$ cat src/rtl/pd_exec_pkg.sv
// Shared encodings for the pd execute stage: opcodes, funct fields, ALU op and
// multiplier FSM state enums.
package pd_exec_pkg;

    localparam logic [6:0] OP_R     = 7'b0110011;
    localparam logic [6:0] OP_I     = 7'b0010011;
    localparam logic [6:0] OP_LOAD  = 7'b0000011;
    localparam logic [6:0] OP_STORE = 7'b0100011;
    localparam logic [6:0] OP_B     = 7'b1100011;
    localparam logic [6:0] OP_JAL   = 7'b1101111;
    localparam logic [6:0] OP_JALR  = 7'b1100111;
    localparam logic [6:0] OP_LUI   = 7'b0110111;
    localparam logic [6:0] OP_AUIPC = 7'b0010111;

    localparam logic [2:0] F3_ADD  = 3'b000;
    localparam logic [2:0] F3_SLL  = 3'b001;
    localparam logic [2:0] F3_SLT  = 3'b010;
    localparam logic [2:0] F3_SLTU = 3'b011;
    localparam logic [2:0] F3_XOR  = 3'b100;
    localparam logic [2:0] F3_SR   = 3'b101;
    localparam logic [2:0] F3_OR   = 3'b110;
    localparam logic [2:0] F3_AND  = 3'b111;
    localparam logic [2:0] F3_MUL  = 3'b000;

    localparam logic [2:0] F3_BEQ  = 3'b000;
    localparam logic [2:0] F3_BNE  = 3'b001;
    localparam logic [2:0] F3_BLT  = 3'b100;
    localparam logic [2:0] F3_BGE  = 3'b101;
    localparam logic [2:0] F3_BLTU = 3'b110;
    localparam logic [2:0] F3_BGEU = 3'b111;

    localparam logic [6:0] F7_BASE   = 7'b0000000;
    localparam logic [6:0] F7_ALT    = 7'b0100000;
    localparam logic [6:0] F7_MULDIV = 7'b0000001;

    typedef enum logic [3:0] {
        ALU_ADD, ALU_SUB, ALU_SLL, ALU_SLT, ALU_SLTU,
        ALU_XOR, ALU_SRL, ALU_SRA, ALU_OR, ALU_AND
    } alu_op_e;

    typedef enum logic [1:0] {
        IDLE, MUL_BUSY, MUL_DONE
    } mul_state_e;

endpackage

$ cat src/rtl/pd_iter_mul.sv
// Iterative shift-add multiplier: one multiplier bit per cycle, DWIDTH cycles,
// low DWIDTH bits of the product.
module pd_iter_mul
    import pd_exec_pkg::*;
#(
    parameter int DWIDTH = 32
) (
    input  logic              clk,
    input  logic              reset,
    input  logic              i_start,
    input  logic              i_abort,
    input  logic [DWIDTH-1:0] i_a,
    input  logic [DWIDTH-1:0] i_b,
    output logic              o_busy,
    output logic              o_done,
    output logic [DWIDTH-1:0] o_product
);

    localparam int CW = (DWIDTH > 1) ? $clog2(DWIDTH) : 1;

    logic [DWIDTH-1:0] r_acc;
    logic [DWIDTH-1:0] r_mcand;
    logic [DWIDTH-1:0] r_mplier;
    logic [CW-1:0]     r_cnt;
    logic              r_busy;

    always_ff @(posedge clk or posedge reset) begin
        if (reset) begin
            r_acc    <= '0;
            r_mcand  <= '0;
            r_mplier <= '0;
            r_cnt    <= '0;
            r_busy   <= 1'b0;
        end else if (i_abort) begin
            r_busy <= 1'b0;
        end else if (i_start) begin
            r_acc    <= '0;
            r_mcand  <= i_a;
            r_mplier <= i_b;
            r_cnt    <= CW'(DWIDTH - 1);
            r_busy   <= 1'b1;
        end else if (r_busy) begin
            if (r_mplier[0]) begin
                r_acc <= r_acc + r_mcand;
            end
            r_mcand  <= r_mcand << 1;
            r_mplier <= r_mplier >> 1;
            r_cnt    <= r_cnt - CW'(1);
            if (r_cnt == '0) begin
                r_busy <= 1'b0;
            end
        end
    end

    // done flags the cycle whose closing edge retires the final bit
    assign o_busy    = r_busy;
    assign o_done    = r_busy && (r_cnt == '0);
    assign o_product = r_acc;

endmodule

$ cat src/rtl/pd_execute_pipe.sv
// Registered execute stage: ALU, branch and jump evaluation into a valid/ready
// output register. Define PD_MUL_EN to add the iterative R-type MUL unit.
module pd_execute_pipe
    import pd_exec_pkg::*;
#(
    parameter int AWIDTH = 32,
    parameter int DWIDTH = 32
) (
    input  logic              clk,
    input  logic              reset,
    input  logic              in_valid,
    output logic              in_ready,
    input  logic [AWIDTH-1:0] in_pc,
    input  logic [6:0]        in_opcode,
    input  logic [2:0]        in_funct3,
    input  logic [6:0]        in_funct7,
    input  logic [4:0]        in_rd,
    input  logic [DWIDTH-1:0] in_rs1_data,
    input  logic [DWIDTH-1:0] in_rs2_data,
    input  logic [DWIDTH-1:0] in_imm,
    input  logic              flush,
    input  logic              out_ready,
    output logic              e_valid,
    output logic [AWIDTH-1:0] e_pc,
    output logic [DWIDTH-1:0] e_res,
    output logic              e_brtaken,
    output logic [AWIDTH-1:0] e_link,
    output logic [4:0]        e_rd,
    output logic              e_illegal
);

    logic              r_valid, r_br, r_ill;
    logic [AWIDTH-1:0] r_pc, r_link;
    logic [DWIDTH-1:0] r_res;
    logic [4:0]        r_rd;

    logic              w_busy, w_accept, w_load, w_mul_load, w_is_mul;
    logic              w_is_r, w_r_legal, w_br_legal, w_taken;
    logic              w_res_br, w_res_ill;
    logic [4:0]        w_shamt;
    logic [DWIDTH-1:0] w_opb, w_alu_res, w_addr, w_res;
    logic [AWIDTH-1:0] w_pc_tgt, w_pc_lnk, w_res_link;
    alu_op_e           w_alu_op;

    logic              w_nxt_br, w_nxt_ill;
    logic [DWIDTH-1:0] w_nxt_res;
    logic [AWIDTH-1:0] w_nxt_pc, w_nxt_link;
    logic [4:0]        w_nxt_rd;

    assign in_ready = ~flush & ~w_busy & (~r_valid | out_ready);
    assign w_accept = in_valid & in_ready;
    assign w_load   = (w_accept & ~w_is_mul) | w_mul_load;

    assign w_is_r   = (in_opcode == OP_R);
    assign w_opb    = w_is_r ? in_rs2_data : in_imm;
    assign w_shamt  = w_opb[4:0];
    assign w_addr   = in_rs1_data + in_imm;
    assign w_pc_tgt = in_pc + in_imm[AWIDTH-1:0];
    assign w_pc_lnk = in_pc + AWIDTH'(4);

    assign w_r_legal  = (in_funct7 == F7_BASE) ||
                        ((in_funct7 == F7_ALT) && ((in_funct3 == F3_ADD) || (in_funct3 == F3_SR)));
    assign w_br_legal = (in_funct3 != 3'b010) && (in_funct3 != 3'b011);

    always_comb begin
        w_alu_op = ALU_ADD;
        case (in_funct3)
            F3_ADD:  w_alu_op = (w_is_r && (in_funct7 == F7_ALT)) ? ALU_SUB : ALU_ADD;
            F3_SLL:  w_alu_op = ALU_SLL;
            F3_SLT:  w_alu_op = ALU_SLT;
            F3_SLTU: w_alu_op = ALU_SLTU;
            F3_XOR:  w_alu_op = ALU_XOR;
            F3_SR:   w_alu_op = (in_funct7 == F7_ALT) ? ALU_SRA : ALU_SRL;
            F3_OR:   w_alu_op = ALU_OR;
            default: w_alu_op = ALU_AND;
        endcase
    end

    always_comb begin
        w_alu_res = '0;
        case (w_alu_op)
            ALU_ADD:  w_alu_res = in_rs1_data + w_opb;
            ALU_SUB:  w_alu_res = in_rs1_data - w_opb;
            ALU_SLL:  w_alu_res = in_rs1_data << w_shamt;
            ALU_SLT:  w_alu_res = DWIDTH'($signed(in_rs1_data) < $signed(w_opb));
            ALU_SLTU: w_alu_res = DWIDTH'(in_rs1_data < w_opb);
            ALU_XOR:  w_alu_res = in_rs1_data ^ w_opb;
            ALU_SRL:  w_alu_res = in_rs1_data >> w_shamt;
            ALU_SRA:  w_alu_res = $unsigned($signed(in_rs1_data) >>> w_shamt);
            ALU_OR:   w_alu_res = in_rs1_data | w_opb;
            ALU_AND:  w_alu_res = in_rs1_data & w_opb;
            default:  w_alu_res = '0;
        endcase
    end

    always_comb begin
        w_taken = 1'b0;
        case (in_funct3)
            F3_BEQ:  w_taken = (in_rs1_data == in_rs2_data);
            F3_BNE:  w_taken = (in_rs1_data != in_rs2_data);
            F3_BLT:  w_taken = ($signed(in_rs1_data) <  $signed(in_rs2_data));
            F3_BGE:  w_taken = ($signed(in_rs1_data) >= $signed(in_rs2_data));
            F3_BLTU: w_taken = (in_rs1_data <  in_rs2_data);
            F3_BGEU: w_taken = (in_rs1_data >= in_rs2_data);
            default: w_taken = 1'b0;
        endcase
    end

    always_comb begin
        w_res      = '0;
        w_res_br   = 1'b0;
        w_res_link = '0;
        w_res_ill  = 1'b0;
        w_is_mul   = 1'b0;
        case (in_opcode)
            OP_R: begin
                if (in_funct7 == F7_MULDIV) begin
`ifdef PD_MUL_EN
                    if (in_funct3 == F3_MUL) w_is_mul = 1'b1;
                    else                     w_res_ill = 1'b1;
`else
                    w_res_ill = 1'b1;
`endif
                end else if (w_r_legal) begin
                    w_res = w_alu_res;
                end else begin
                    w_res_ill = 1'b1;
                end
            end
            OP_I:              w_res = w_alu_res;
            OP_LOAD, OP_STORE: w_res = w_addr;
            OP_B: begin
                if (w_br_legal) begin
                    w_res    = DWIDTH'(w_pc_tgt);
                    w_res_br = w_taken;
                end else begin
                    w_res_ill = 1'b1;
                end
            end
            OP_JAL: begin
                w_res      = DWIDTH'(w_pc_tgt);
                w_res_br   = 1'b1;
                w_res_link = w_pc_lnk;
            end
            OP_JALR: begin
                w_res      = {w_addr[DWIDTH-1:1], 1'b0};
                w_res_br   = 1'b1;
                w_res_link = w_pc_lnk;
            end
            OP_LUI:   w_res = in_imm;
            OP_AUIPC: w_res = DWIDTH'(w_pc_tgt);
            default:  w_res_ill = 1'b1;
        endcase
    end

`ifdef PD_MUL_EN
    mul_state_e        r_state, w_state_nxt;
    logic              w_mul_start, w_mul_busy, w_mul_done;
    logic [DWIDTH-1:0] w_mul_product;
    logic [AWIDTH-1:0] r_mul_pc;
    logic [4:0]        r_mul_rd;

    assign w_mul_start = w_accept & w_is_mul;

    pd_iter_mul #(.DWIDTH(DWIDTH)) u_mul (
        .clk       (clk),
        .reset     (reset),
        .i_start   (w_mul_start),
        .i_abort   (flush),
        .i_a       (in_rs1_data),
        .i_b       (in_rs2_data),
        .o_busy    (w_mul_busy),
        .o_done    (w_mul_done),
        .o_product (w_mul_product)
    );

    always_ff @(posedge clk or posedge reset) begin
        if (reset) r_state <= IDLE;
        else       r_state <= w_state_nxt;
    end

    always_comb begin
        w_state_nxt = r_state;
        if (flush) begin
            w_state_nxt = IDLE;
        end else begin
            case (r_state)
                IDLE:     if (w_mul_start) w_state_nxt = MUL_BUSY;
                MUL_BUSY: begin
                    if (w_mul_done)       w_state_nxt = MUL_DONE;
                    else if (!w_mul_busy) w_state_nxt = IDLE;
                end
                MUL_DONE: if (!r_valid || out_ready) w_state_nxt = IDLE;
                default:  w_state_nxt = IDLE;
            endcase
        end
    end

    always_comb begin
        w_busy     = (r_state != IDLE);
        w_mul_load = (r_state == MUL_DONE) && (!r_valid || out_ready);
    end

    always_ff @(posedge clk or posedge reset) begin
        if (reset) begin
            r_mul_pc <= '0;
            r_mul_rd <= '0;
        end else if (w_mul_start) begin
            r_mul_pc <= in_pc;
            r_mul_rd <= in_rd;
        end
    end
`else
    assign w_busy     = 1'b0;
    assign w_mul_load = 1'b0;
`endif

    always_comb begin
        w_nxt_res  = w_res;
        w_nxt_br   = w_res_br;
        w_nxt_link = w_res_link;
        w_nxt_ill  = w_res_ill;
        w_nxt_pc   = in_pc;
        w_nxt_rd   = in_rd;
`ifdef PD_MUL_EN
        if (w_mul_load) begin
            w_nxt_res  = w_mul_product;
            w_nxt_br   = 1'b0;
            w_nxt_link = '0;
            w_nxt_ill  = 1'b0;
            w_nxt_pc   = r_mul_pc;
            w_nxt_rd   = r_mul_rd;
        end
`endif
    end

    // Flush wins; a load in the same cycle as a consume replaces the result without a bubble
    always_ff @(posedge clk or posedge reset) begin
        if (reset) begin
            r_valid <= 1'b0;
            r_br    <= 1'b0;
            r_ill   <= 1'b0;
            r_res   <= '0;
            r_pc    <= '0;
            r_link  <= '0;
            r_rd    <= '0;
        end else if (flush) begin
            r_valid <= 1'b0;
        end else if (w_load) begin
            r_valid <= 1'b1;
            r_br    <= w_nxt_br;
            r_ill   <= w_nxt_ill;
            r_res   <= w_nxt_res;
            r_pc    <= w_nxt_pc;
            r_link  <= w_nxt_link;
            r_rd    <= w_nxt_rd;
        end else if (r_valid && out_ready) begin
            r_valid <= 1'b0;
        end
    end

    assign e_valid   = r_valid;
    assign e_pc      = r_pc;
    assign e_res     = r_res;
    assign e_brtaken = r_br;
    assign e_link    = r_link;
    assign e_rd      = r_rd;
    assign e_illegal = r_ill;

endmodule

$ cat config.mk
export PLATFORM = sky130hd
export DESIGN_NAME = pd_execute_pipe
export DESIGN_NICKNAME = d
export VERILOG_FILES = /design/src/rtl/pd_exec_pkg.sv /design/src/rtl/pd_iter_mul.sv /design/src/rtl/pd_execute_pipe.sv
export SDC_FILE = /design/constraint.sdc
export NUM_CORES = 1
export LEC_CHECK = 0
export CAP_MARGIN = 20
export CELL_PAD_IN_SITES_DETAIL_PLACEMENT = 2
export CELL_PAD_IN_SITES_GLOBAL_PLACEMENT = 2
export CORE_ASPECT_RATIO = 1.1
export CORE_MARGIN = 8
export CORE_UTILIZATION = 34
export CTS_CLUSTER_DIAMETER = 30
export DETAILED_ROUTE_END_ITERATION = 7
export DONT_BUFFER_PORTS = 1
export PLACE_DENSITY = 0.78
export SKIP_CTS_REPAIR_TIMING = 1
export SLEW_MARGIN = 40
export SYNTH_ARGS = -nofsm -noshare
export SYNTH_HDL_FRONTEND = slang
export SYNTH_SLANG_ARGS = --single-unit
$ cat constraint.sdc
create_clock -name clk -period 3.2 [get_ports clk]
set_input_delay 0.64 -clock clk [delete_from_list [all_inputs] [get_ports clk]]
set_output_delay 0.64 -clock clk [all_outputs]
set_load 0.02 [all_outputs]
==> impl_metrics.prom, run 1 <==
# TYPE chip_impl_metric gauge
chip_impl_metric{name="cts.htree.levels",unit=""} 3
chip_impl_info{name="post-synth-top-count-cell",value="sky130_fd_sc_hd__nand2_1"} 1
chip_impl_metric{name="synth_net_count",unit=""} 3034
chip_impl_info{name="lastStage",value="5_1_grt"} 1
chip_impl_metric{name="ioPinCount",unit=""} 260
chip_impl_metric{name="floorplan.initialDensity",unit="%"} 34.15
chip_impl_metric{name="cts_inserted_buffers",unit=""} 9
chip_impl_metric{name="cts.sinks",unit=""} 104
chip_impl_info{name="grt_repair_worst_endpoint",value="e_res[31]$_DFFE_PP0P_/D"} 1
chip_impl_metric{name="grt.overflow.total",unit=""} 15
chip_impl_info{name="synth_ff_type",value="sky130_fd_sc_hd__dfrtp_1"} 1
chip_impl_metric{name="synth_cells",unit=""} 2688
chip_impl_metric{name="yosysWarningCount",unit=""} 0
chip_impl_metric{name="yosysUniqueCellTypes",unit=""} 97
chip_impl_info{name="ranking_of_synthesized_cells_by_area",value="sky130_fd_sc_hd__dfrtp_1 14%, sky130_fd_sc_hd__ha_1 13%, sky130_fd_sc_hd__nand2_1 8.2%"} 1
chip_impl_info{name="synth_top_cells_by_count",value="408 x sky130_fd_sc_hd__nand2_1, 254 x sky130_fd_sc_hd__o21ai_0, 233 x sky130_fd_sc_hd__a21oi_1, 222 x sky130_fd_sc_hd__nor2_1, 188 x sky130_fd_sc_hd__ha_1"} 1
chip_impl_info{name="worst_endpoint_kind",value="sequential cell input"} 1
chip_impl_metric{name="max-clock-path-buffers",unit=""} 2
chip_impl_metric{name="synth_seq_area_share",unit="%"} 14.01
chip_impl_metric{name="die_height",unit="um"} 261.1
chip_impl_metric{name="area_share_of_the_largest_cell_type_after_synthesis",unit="%"} 14.01
chip_impl_metric{name="post_synth_instance_area",unit="um^2"} 18580
chip_impl_info{name="clockRootBuffer",value="sky130_fd_sc_hd__clkbuf_16"} 1
chip_impl_metric{name="detailed_place_hpwl",unit="um"} 112300
chip_impl_metric{name="floorplan.rows",unit=""} 90
chip_impl_metric{name="io_buffer_count",unit=""} 0
chip_impl_metric{name="global_route.usage.total",unit="%"} 64.85
chip_impl_info{name="synth_largest_area_cell",value="sky130_fd_sc_hd__dfrtp_1"} 1
chip_impl_metric{name="postSynthAreaPerCell",unit="um^2"} 6.910
chip_impl_metric{name="antenna_violations_before_repair",unit=""} 17
chip_impl_info{name="tool_error",value="[ERROR GRT-0232] Routing congestion too high. Check the congestion heatmap in the GUI."} 1
chip_impl_metric{name="asyncSetResetFlopFracSynth",unit="%"} 100.0
chip_impl_info{name="status",value="did not finish"} 1
chip_impl_metric{name="gp_congestion",unit=""} 1.038
chip_impl_metric{name="grt_start_max_net_pins",unit=""} 72
chip_impl_metric{name="die-width",unit="um"} 238.9
chip_impl_metric{name="synth-seq-cells",unit=""} 104
chip_impl_metric{name="synth_edf_count",unit=""} 0
[kinds of logic after synthesis]
| group | share of synthesized area [%] |
|---|---|
| AOI/OAI and AO/OA | 33.66 |
| xor gates and xnor gates | 5.422 |
| adders and majority gates | 12.99 |
| buffers and inverters | 6.668 |
| DFF | 14.01 |
| muxes | 4.560 |
| and+or+nand+nor | 22.69 |
[stage by stage]
step	util [%]	area [um^2]	std cells	setup WS [ps]
after floorplan	-	18940	2688	-1165
after global placement	46.52	25300	4070	-1698
after detailed placement	46.54	25310	4070	-2101
after CTS	47.09	25610	4086	-1760
[layer usage]
layer / GRT overflow / global-route usage [%]
met5: 0 / 9.475
met4: 7 / 70.07
met3: 0 / 41.22
met2: 8 / 88.13
met1: 0 / 63.02
==> run 2: changes to the inputs <==
Settings changed: CELL_PAD_IN_SITES_DETAIL_PLACEMENT 2 to not set, CELL_PAD_IN_SITES_GLOBAL_PLACEMENT 2 to not set, CORE_ASPECT_RATIO 1.1 to not set, CORE_UTILIZATION 34 to 40, CTS_CLUSTER_DIAMETER 30 to not set, PLACE_DENSITY 0.78 to not set, PLACE_DENSITY_LB_ADDON set to 0.15.
Clock period 3.2 ns to 4.2 ns, I/O delays scaled along.
==> impl_metrics.prom, run 2 <==
# TYPE chip_impl_metric gauge
chip_impl_metric{name="total_leakage_power",unit="nW"} 10.88
chip_impl_metric{name="clk_pin_slew",unit="ps"} 80
chip_impl_info{name="min-delay-path-class",value="input pin to async pin"} 1
chip_impl_metric{name="dr.first_iter.drc_count",unit=""} 2798
chip_impl_info{name="synth_top_cells_by_count",value="408 x sky130_fd_sc_hd__nand2_1, 254 x sky130_fd_sc_hd__o21ai_0, 233 x sky130_fd_sc_hd__a21oi_1, 222 x sky130_fd_sc_hd__nor2_1, 188 x sky130_fd_sc_hd__ha_1"} 1
chip_impl_metric{name="yosysUniqueCellTypes",unit=""} 97
chip_impl_metric{name="asyncSetResetFlopFracSynth",unit="%"} 100.0
chip_impl_metric{name="die_height",unit="um"} 231.5
chip_impl_metric{name="cts.htree.levels",unit=""} 3
chip_impl_metric{name="worst_slack",unit="ps"} 43.08
chip_impl_metric{name="placement.setup.worst_slack",unit="ps"} -797.5
chip_impl_metric{name="first_global_vias",unit=""} 22850
chip_impl_info{name="synth_largest_area_cell",value="sky130_fd_sc_hd__dfrtp_1"} 1
chip_impl_metric{name="pwr_density_cell",unit="nW/um^2"} 208.7
chip_impl_info{name="clockRootBuffer",value="sky130_fd_sc_hd__clkbuf_16"} 1
chip_impl_metric{name="grt.overflow.total",unit=""} 0
chip_impl_metric{name="synth_cells",unit=""} 2688
chip_impl_info{name="layout.cells.most_common",value="sky130_fd_sc_hd__buf_4"} 1
chip_impl_info{name="layout.cells.most_common_list",value="547 x sky130_fd_sc_hd__buf_4, 407 x sky130_fd_sc_hd__nand2_1, 219 x sky130_fd_sc_hd__nor2_1, 219 x sky130_fd_sc_hd__o21ai_0, 219 x sky130_fd_sc_hd__a21oi_1"} 1
chip_impl_metric{name="core_region_area",unit="um^2"} 46160
chip_impl_metric{name="drtPass1Iterations",unit=""} 6
chip_impl_info{name="setup.worst_path.end_class",value="flip-flop"} 1
chip_impl_metric{name="drc",unit=""} 0
chip_impl_metric{name="floorplan.initialDensity",unit="%"} 40.24
chip_impl_metric{name="antenna_violations_before_repair",unit=""} 2
chip_impl_metric{name="final.min_clock_period",unit="ps"} 4157
chip_impl_metric{name="io_buffer_count",unit=""} 0
chip_impl_metric{name="ioPinCount",unit=""} 260
chip_impl_metric{name="irDropWorstVdd",unit="uV"} 313.1
chip_impl_metric{name="reg2reg_depth",unit=""} 7
chip_impl_metric{name="setup_viol_count_final",unit=""} 0
chip_impl_info{name="worstSetupPathType",value="input pin to flip-flop"} 1
chip_impl_metric{name="postSynthAreaPerCell",unit="um^2"} 6.910
chip_impl_info{name="cell_chain_of_the_critical_path",value="and4bb_4 > nand2_8 > mux2_4 > buf_4 > buf_12 > nor2_1 > a22oi_1 > o21a_1 > buf_4 > a211o_1 > o211ai_2 > o31ai_1 > a31oi_1 > buf_4 > a2bb2oi_1"} 1
chip_impl_metric{name="vias",unit=""} 23800
chip_impl_metric{name="postRouteAntennaNets",unit=""} 0
chip_impl_metric{name="post_synth_instance_area",unit="um^2"} 18580
chip_impl_metric{name="yosysWarningCount",unit=""} 0
chip_impl_info{name="cts_tree",value="yes"} 1
chip_impl_info{name="ranking_of_synthesized_cells_by_area",value="sky130_fd_sc_hd__dfrtp_1 14%, sky130_fd_sc_hd__ha_1 13%, sky130_fd_sc_hd__nand2_1 8.2%"} 1
chip_impl_metric{name="syn2layout_area_growth",unit="%"} 28.52
chip_impl_metric{name="report.final.hold_viol_count",unit=""} 0
chip_impl_metric{name="timing.critical_path.slowest_cell_delay",unit="ps"} 510
chip_impl_metric{name="insertion_delay",unit="ps"} 380
chip_impl_metric{name="synth-seq-cells",unit=""} 104
chip_impl_metric{name="synth_edf_count",unit=""} 0
chip_impl_info{name="synth_ff_type",value="sky130_fd_sc_hd__dfrtp_1"} 1
chip_impl_metric{name="maxCapViolations",unit=""} 0
chip_impl_metric{name="global_route.usage.total",unit="%"} 36.92
chip_impl_metric{name="fmax",unit="MHz"} 240.6
chip_impl_metric{name="critPathArrivalTime",unit="ps"} 4460
chip_impl_metric{name="max_slew_margin",unit="%"} 41.75
chip_impl_metric{name="crit_path_max_fanout",unit=""} 43
chip_impl_metric{name="die-width",unit="um"} 231.5
chip_impl_metric{name="synth_seq_area_share",unit="%"} 14.01
chip_impl_metric{name="grt_start_max_net_pins",unit=""} 121
chip_impl_metric{name="regToRegSetupSlack",unit="ps"} 990
chip_impl_metric{name="cts_inserted_buffers",unit=""} 9
chip_impl_metric{name="area_share_of_the_largest_cell_type_after_synthesis",unit="%"} 14.01
chip_impl_metric{name="critical_path_required",unit="ps"} 4500
chip_impl_metric{name="finalNetCount",unit=""} 3441
chip_impl_metric{name="cell_count_along_the_critical_path",unit=""} 15
chip_impl_metric{name="cts.sinks",unit=""} 104
chip_impl_metric{name="post_drt_wl_per_cell",unit="um"} 28.22
chip_impl_info{name="post-synth-top-count-cell",value="sky130_fd_sc_hd__nand2_1"} 1
chip_impl_info{name="worst_path_dominant_cell_family",value="compound AO/OA/AOI/OAI gates"} 1
chip_impl_metric{name="hold-worst-slack",unit="ps"} 440.2
chip_impl_metric{name="tightest_slew",unit="ps"} 870.6
chip_impl_metric{name="gp_congestion",unit=""} 1.070
chip_impl_metric{name="grt_pass1_wl",unit="um"} 150200
chip_impl_metric{name="floorplan.rows",unit=""} 79
chip_impl_metric{name="die-area",unit="um^2"} 53590
chip_impl_metric{name="cp_num_buf_inv",unit=""} 4
chip_impl_info{name="timing.critical_path.slowest_stage_cell",value="sky130_fd_sc_hd__nor2_1"} 1
chip_impl_info{name="most_frequent_cell_on_critical_path",value="sky130_fd_sc_hd__buf_4"} 1
chip_impl_metric{name="totalWireLength",unit="um"} 104700
chip_impl_metric{name="post_route_cells_drive_above_1_share",unit="%"} 23.23
chip_impl_info{name="rsz0062_at_grt",value="yes"} 1
chip_impl_metric{name="final_min_period_over_clock_period",unit="%"} 98.97
chip_impl_metric{name="placed_cells",unit=""} 3682
chip_impl_metric{name="fillCellCount",unit=""} 4633
chip_impl_metric{name="drv_slew",unit=""} 0
chip_impl_info{name="status",value="finished clean"} 1
chip_impl_metric{name="route.detailed.vias_per_inst",unit=""} 6.416
chip_impl_metric{name="synth_net_count",unit=""} 3034
chip_impl_metric{name="worst_clock_skew",unit="ps"} 10.09
chip_impl_info{name="worstSetupStartpointType",value="input pin"} 1
chip_impl_metric{name="setup-tns-final",unit="ps"} 0
chip_impl_metric{name="final_cells",unit=""} 3709
chip_impl_metric{name="detailed_place_hpwl",unit="um"} 85070
chip_impl_metric{name="max-clock-path-buffers",unit=""} 2
run 2: final timing paths:
| check | startpoint | end |
|---|---|---|
| setup / recovery | in_opcode[3] | e_res[10] |
| hold / removal | reset | e_pc[29] |
| setup reg to reg | e_valid | e_res[14] |
| hold reg to reg | e_pc[16] | e_pc[16] |
| max in group asynchronous | reset | e_pc[5] |
| min in group clk | flush | e_valid |
run 2: metal layers:
| layer | track usage, % | part of all wire, % | up-vias |
|---|---|---|---|
| met5 | 0 | 0.022 | - |
| li1 | - | - | 10680 |
| met2 | 59.62 | 45 | 1379 |
| met1 | 47.62 | 41 | 11460 |
| met3 | 6.712 | 9.4 | 271 |
| met4 | 16.25 | 5.3 | 4 |
run 2: power by group:
part           total (mW)  internal [mW]  switching [mW]
combinational        2.84           1.24            1.60
sequential           1.20           1.07           0.138
clock               0.940          0.481           0.458
run 2: cells by family (layout without fill, tap and decap cells):
group	count (synthesis)	after routing	synth area share, %
XOR/XNOR	115	115	5.422
flip-flops	104	104	14.01
adder cells (fa/ha/maj)	191	191	12.99
other	0	2	0
multiplexers	73	73	4.560
buffers and inverters	307	716	6.668
AO/OA/AOI/OAI	962	962	33.66
AND/OR/NAND/NOR	936	939	22.69
run 2: metrics by stage:
step	total power, mW	area, um^2	util, %
floorplan	2.768	18900	-
global placement	3.877	23070	49.99
detailed placement	3.897	23090	50.01
CTS	4.856	23410	50.71
global route	5.243	23870	51.71
finish	4.983	23870	51.72
run 2: layout make-up:
cell class | instances | area, um^2 | area share [%]
well taps | 607 | 759.5 | 3.181
diodes | 2 | 5.005 | 0.02096
clock buffers | 9 | 225.2 | 0.9434
clock inverters | 7 | 97.59 | 0.4088
inverters | 142 | 544.3 | 2.280
multi-input cells | 2280 | 15340 | 64.27
repair buffers | 558 | 4295 | 17.99
flip-flops and latches | 104 | 2603 | 10.90
run 2: worst register-to-register path: cells and delay by family (launching register included):
kind,cells,cell delay [ps]
and+or+nand+nor,6,2300
DFF,1,460
AOI/OAI and AO/OA,1,350
Power figures use the tool's default switching activity.
==> run 3: changes to the inputs <==
Settings changed: MAX_ROUTING_LAYER set to met4.
==> impl_metrics.prom, run 3 (same netlist as run 2, synthesis figures left out) <==
# TYPE chip_impl_metric gauge
chip_impl_metric{name="maxCapViolations",unit=""} 0
chip_impl_metric{name="final.min_clock_period",unit="ps"} 4212
chip_impl_metric{name="comb_power_share",unit="%"} 56.6
chip_impl_metric{name="postRouteAntennaNets",unit=""} 0
chip_impl_info{name="worstSetupPathType",value="input pin to flip-flop"} 1
chip_impl_metric{name="power.clock.fraction",unit="%"} 19.5
chip_impl_metric{name="grt_pass1_wl",unit="um"} 151200
chip_impl_metric{name="switching_share",unit="%"} 43.70
chip_impl_metric{name="final_min_period_over_clock_period",unit="%"} 100.3
chip_impl_metric{name="vias",unit=""} 23670
chip_impl_metric{name="power_frac_seq",unit="%"} 23.9
chip_impl_metric{name="post_drt_wl_per_cell",unit="um"} 28.65
chip_impl_info{name="status",value="complete, but fails checks"} 1
chip_impl_metric{name="timing.critical_path.slowest_cell_delay",unit="ps"} 520
chip_impl_metric{name="grt.overflow.total",unit=""} 0
chip_impl_metric{name="placed_cells",unit=""} 3661
chip_impl_info{name="reg2reg_to",value="e_link[13]"} 1
chip_impl_metric{name="cts.htree.levels",unit=""} 3
chip_impl_metric{name="cellInternalPower",unit="mW"} 2.833
chip_impl_metric{name="tightest_slew",unit="ps"} 858.4
chip_impl_metric{name="global_route.usage.total",unit="%"} 38.31
chip_impl_metric{name="report.final.hold_viol_count",unit=""} 0
chip_impl_metric{name="finalInstanceArea",unit="um^2"} 23890
chip_impl_metric{name="dr.first_iter.drc_count",unit=""} 2668
chip_impl_info{name="worstSetupStartpointType",value="input pin"} 1
chip_impl_info{name="cts_tree",value="yes"} 1
chip_impl_info{name="worst_path_dominant_cell_family",value="simple AND/OR/NAND/NOR gates"} 1
chip_impl_metric{name="first_global_vias",unit=""} 22510
chip_impl_metric{name="route.detailed.vias_per_inst",unit=""} 6.410
chip_impl_info{name="layout.cells.most_common",value="sky130_fd_sc_hd__buf_4"} 1
chip_impl_metric{name="dpl_cell_area",unit="um^2"} 22890
chip_impl_info{name="cell_chain_of_the_critical_path",value="and4bb_4 > buf_12 > nand2_8 > mux2_4 > buf_4 > buf_4 > inv_6 > buf_4 > nor2_1 > a22oi_1 > o21a_1 > a2bb2oi_1 > o22ai_1 > nor3_2 > o211ai_1 > or4b_1"} 1
chip_impl_info{name="layout.cells.most_common_list",value="530 x sky130_fd_sc_hd__buf_4, 405 x sky130_fd_sc_hd__nand2_1, 220 x sky130_fd_sc_hd__a21oi_1, 218 x sky130_fd_sc_hd__o21ai_0, 217 x sky130_fd_sc_hd__nor2_1"} 1
chip_impl_metric{name="cts_inserted_buffers",unit=""} 9
chip_impl_metric{name="die_height",unit="um"} 231.5
chip_impl_metric{name="critPathArrivalTime",unit="ps"} 4470
chip_impl_metric{name="max_slew_margin",unit="%"} 42.60
chip_impl_metric{name="drtPass1Iterations",unit=""} 7
chip_impl_metric{name="antenna_violations_before_repair",unit=""} 0
chip_impl_metric{name="die-area",unit="um^2"} 53590
chip_impl_metric{name="setup_viol_count_final",unit=""} 1
chip_impl_metric{name="io_buffer_count",unit=""} 0
chip_impl_info{name="most_frequent_cell_on_critical_path",value="sky130_fd_sc_hd__buf_4"} 1
chip_impl_metric{name="crit_path_max_fanout",unit=""} 8
chip_impl_metric{name="drv_slew",unit=""} 0
chip_impl_metric{name="total_power",unit="mW"} 5.033
chip_impl_metric{name="max-clock-path-buffers",unit=""} 2
chip_impl_metric{name="cell_count_along_the_critical_path",unit=""} 16
chip_impl_metric{name="finalNetCount",unit=""} 3426
chip_impl_metric{name="final_cells",unit=""} 3693
chip_impl_metric{name="grt_start_max_net_pins",unit=""} 71
chip_impl_metric{name="fillCellCount",unit=""} 4619
chip_impl_metric{name="worst_clock_skew",unit="ps"} 13.50
chip_impl_metric{name="pwr_density_cell",unit="nW/um^2"} 210.7
chip_impl_metric{name="total_leakage_power",unit="nW"} 10.82
chip_impl_info{name="rsz0062_at_grt",value="yes"} 1
chip_impl_info{name="worst_r2r_start",value="e_valid"} 1
chip_impl_metric{name="totalWireLength",unit="um"} 105800
chip_impl_metric{name="clk_pin_slew",unit="ps"} 90
chip_impl_info{name="min-delay-path-class",value="input pin to async pin"} 1
chip_impl_metric{name="reg2reg_depth",unit=""} 7
chip_impl_metric{name="die-width",unit="um"} 231.5
chip_impl_metric{name="floorplan.initialDensity",unit="%"} 40.24
chip_impl_info{name="setup.worst_path.end_class",value="flip-flop"} 1
chip_impl_metric{name="ioPinCount",unit=""} 260
chip_impl_metric{name="worst_slack",unit="ps"} -12.00
chip_impl_metric{name="post_route_cells_drive_above_1_share",unit="%"} 23.31
chip_impl_metric{name="power.switching",unit="mW"} 2.199
chip_impl_metric{name="fmax",unit="MHz"} 237.4
chip_impl_metric{name="regToRegSetupSlack",unit="ps"} 1080
chip_impl_info{name="timing.critical_path.slowest_stage_cell",value="sky130_fd_sc_hd__or4b_1"} 1
chip_impl_metric{name="gp_congestion",unit=""} 1.062
chip_impl_metric{name="placement.setup.worst_slack",unit="ps"} -861.8
chip_impl_metric{name="syn2layout_area_growth",unit="%"} 28.59
chip_impl_info{name="clockRootBuffer",value="sky130_fd_sc_hd__clkbuf_16"} 1
chip_impl_metric{name="cp_num_buf_inv",unit=""} 5
chip_impl_metric{name="hold-worst-slack",unit="ps"} 386.4
chip_impl_metric{name="setup-tns-final",unit="ps"} -12.00
chip_impl_metric{name="cts.sinks",unit=""} 104
chip_impl_metric{name="irDropWorstVdd",unit="uV"} 292.9
chip_impl_metric{name="insertion_delay",unit="ps"} 380
chip_impl_metric{name="final_core_utilization",unit="%"} 51.74
chip_impl_metric{name="detailed_place_hpwl",unit="um"} 85990
chip_impl_metric{name="floorplan.rows",unit=""} 79
chip_impl_metric{name="core_region_area",unit="um^2"} 46160
chip_impl_metric{name="critical_path_required",unit="ps"} 4460
chip_impl_info{name="failed_checks",value="setup timing"} 1
chip_impl_metric{name="drc",unit=""} 0
-- run 3: changes by cell type in the layout (fill, tap and decap cells not counted), moves of 3 or more --
cell                        previous run  this run
sky130_fd_sc_hd__buf_4               547       530
sky130_fd_sc_hd__buf_12                7         3
sky130_fd_sc_hd__a2111oi_2             3         0
sky130_fd_sc_hd__o21ai_2              11        16
sky130_fd_sc_hd__buf_6                 3        11
sky130_fd_sc_hd__o21ai_1              30        25
sky130_fd_sc_hd__ha_4                  6        11
sky130_fd_sc_hd__ha_1                179       175
-- run 3: layout make-up --
cell class,count,area (um^2),area share [%]
multi-input combinational,2279,15480,64.79
timing repair buffer,544,4163,17.43
sequential,104,2603,10.90
tap,607,759.5,3.180
inverter,142,544.3,2.279
clock buffer,9,225.2,0.9429
clock inverter,7,112.6,0.4715
antenna,1,2.502,0.01048
-- run 3: worst register-to-register path: cells and delay by family, from the launching register on --
family,cells,cell delay (ps)
compound gates,1,210
buf+inv,2,810
flops,1,460
simple gates,4,1550
-- run 3: how the worst max path moves through the flow --
stage	startpoint	endpoint	slack (ps)
finish	in_opcode[3]	e_res[26]	-10
global placement	in_opcode[2]	e_res[24]	-970
detailed placement	in_opcode[2]	e_res[24]	-860
global route	in_opcode[3]	e_res[31]	-140
CTS	in_opcode[2]	e_res[24]	-490
floorplan	in_opcode[5]	e_res[26]	-370
-- run 3: power groups by stage --
stage / Sequential [mW] / Clock, mW / Combinational [mW]
detailed placement: 1.23 / 0 / 2.66
floorplan: 1.20 / 0 / 1.57
CTS: 1.21 / 0.995 / 2.68
global route: 1.21 / 1.04 / 3.04
global placement: 1.22 / 0 / 2.64
finish: 1.20 / 0.981 / 2.85
-- run 3: layer usage --
metal	wire length, um	up-vias	global-route usage [%]
met5	0	-	-
met4	5506	0	17.46
met3	10450	234	6.566
met2	47800	1391	60.10
met1	42060	11400	47.76
li1	-	10640	-
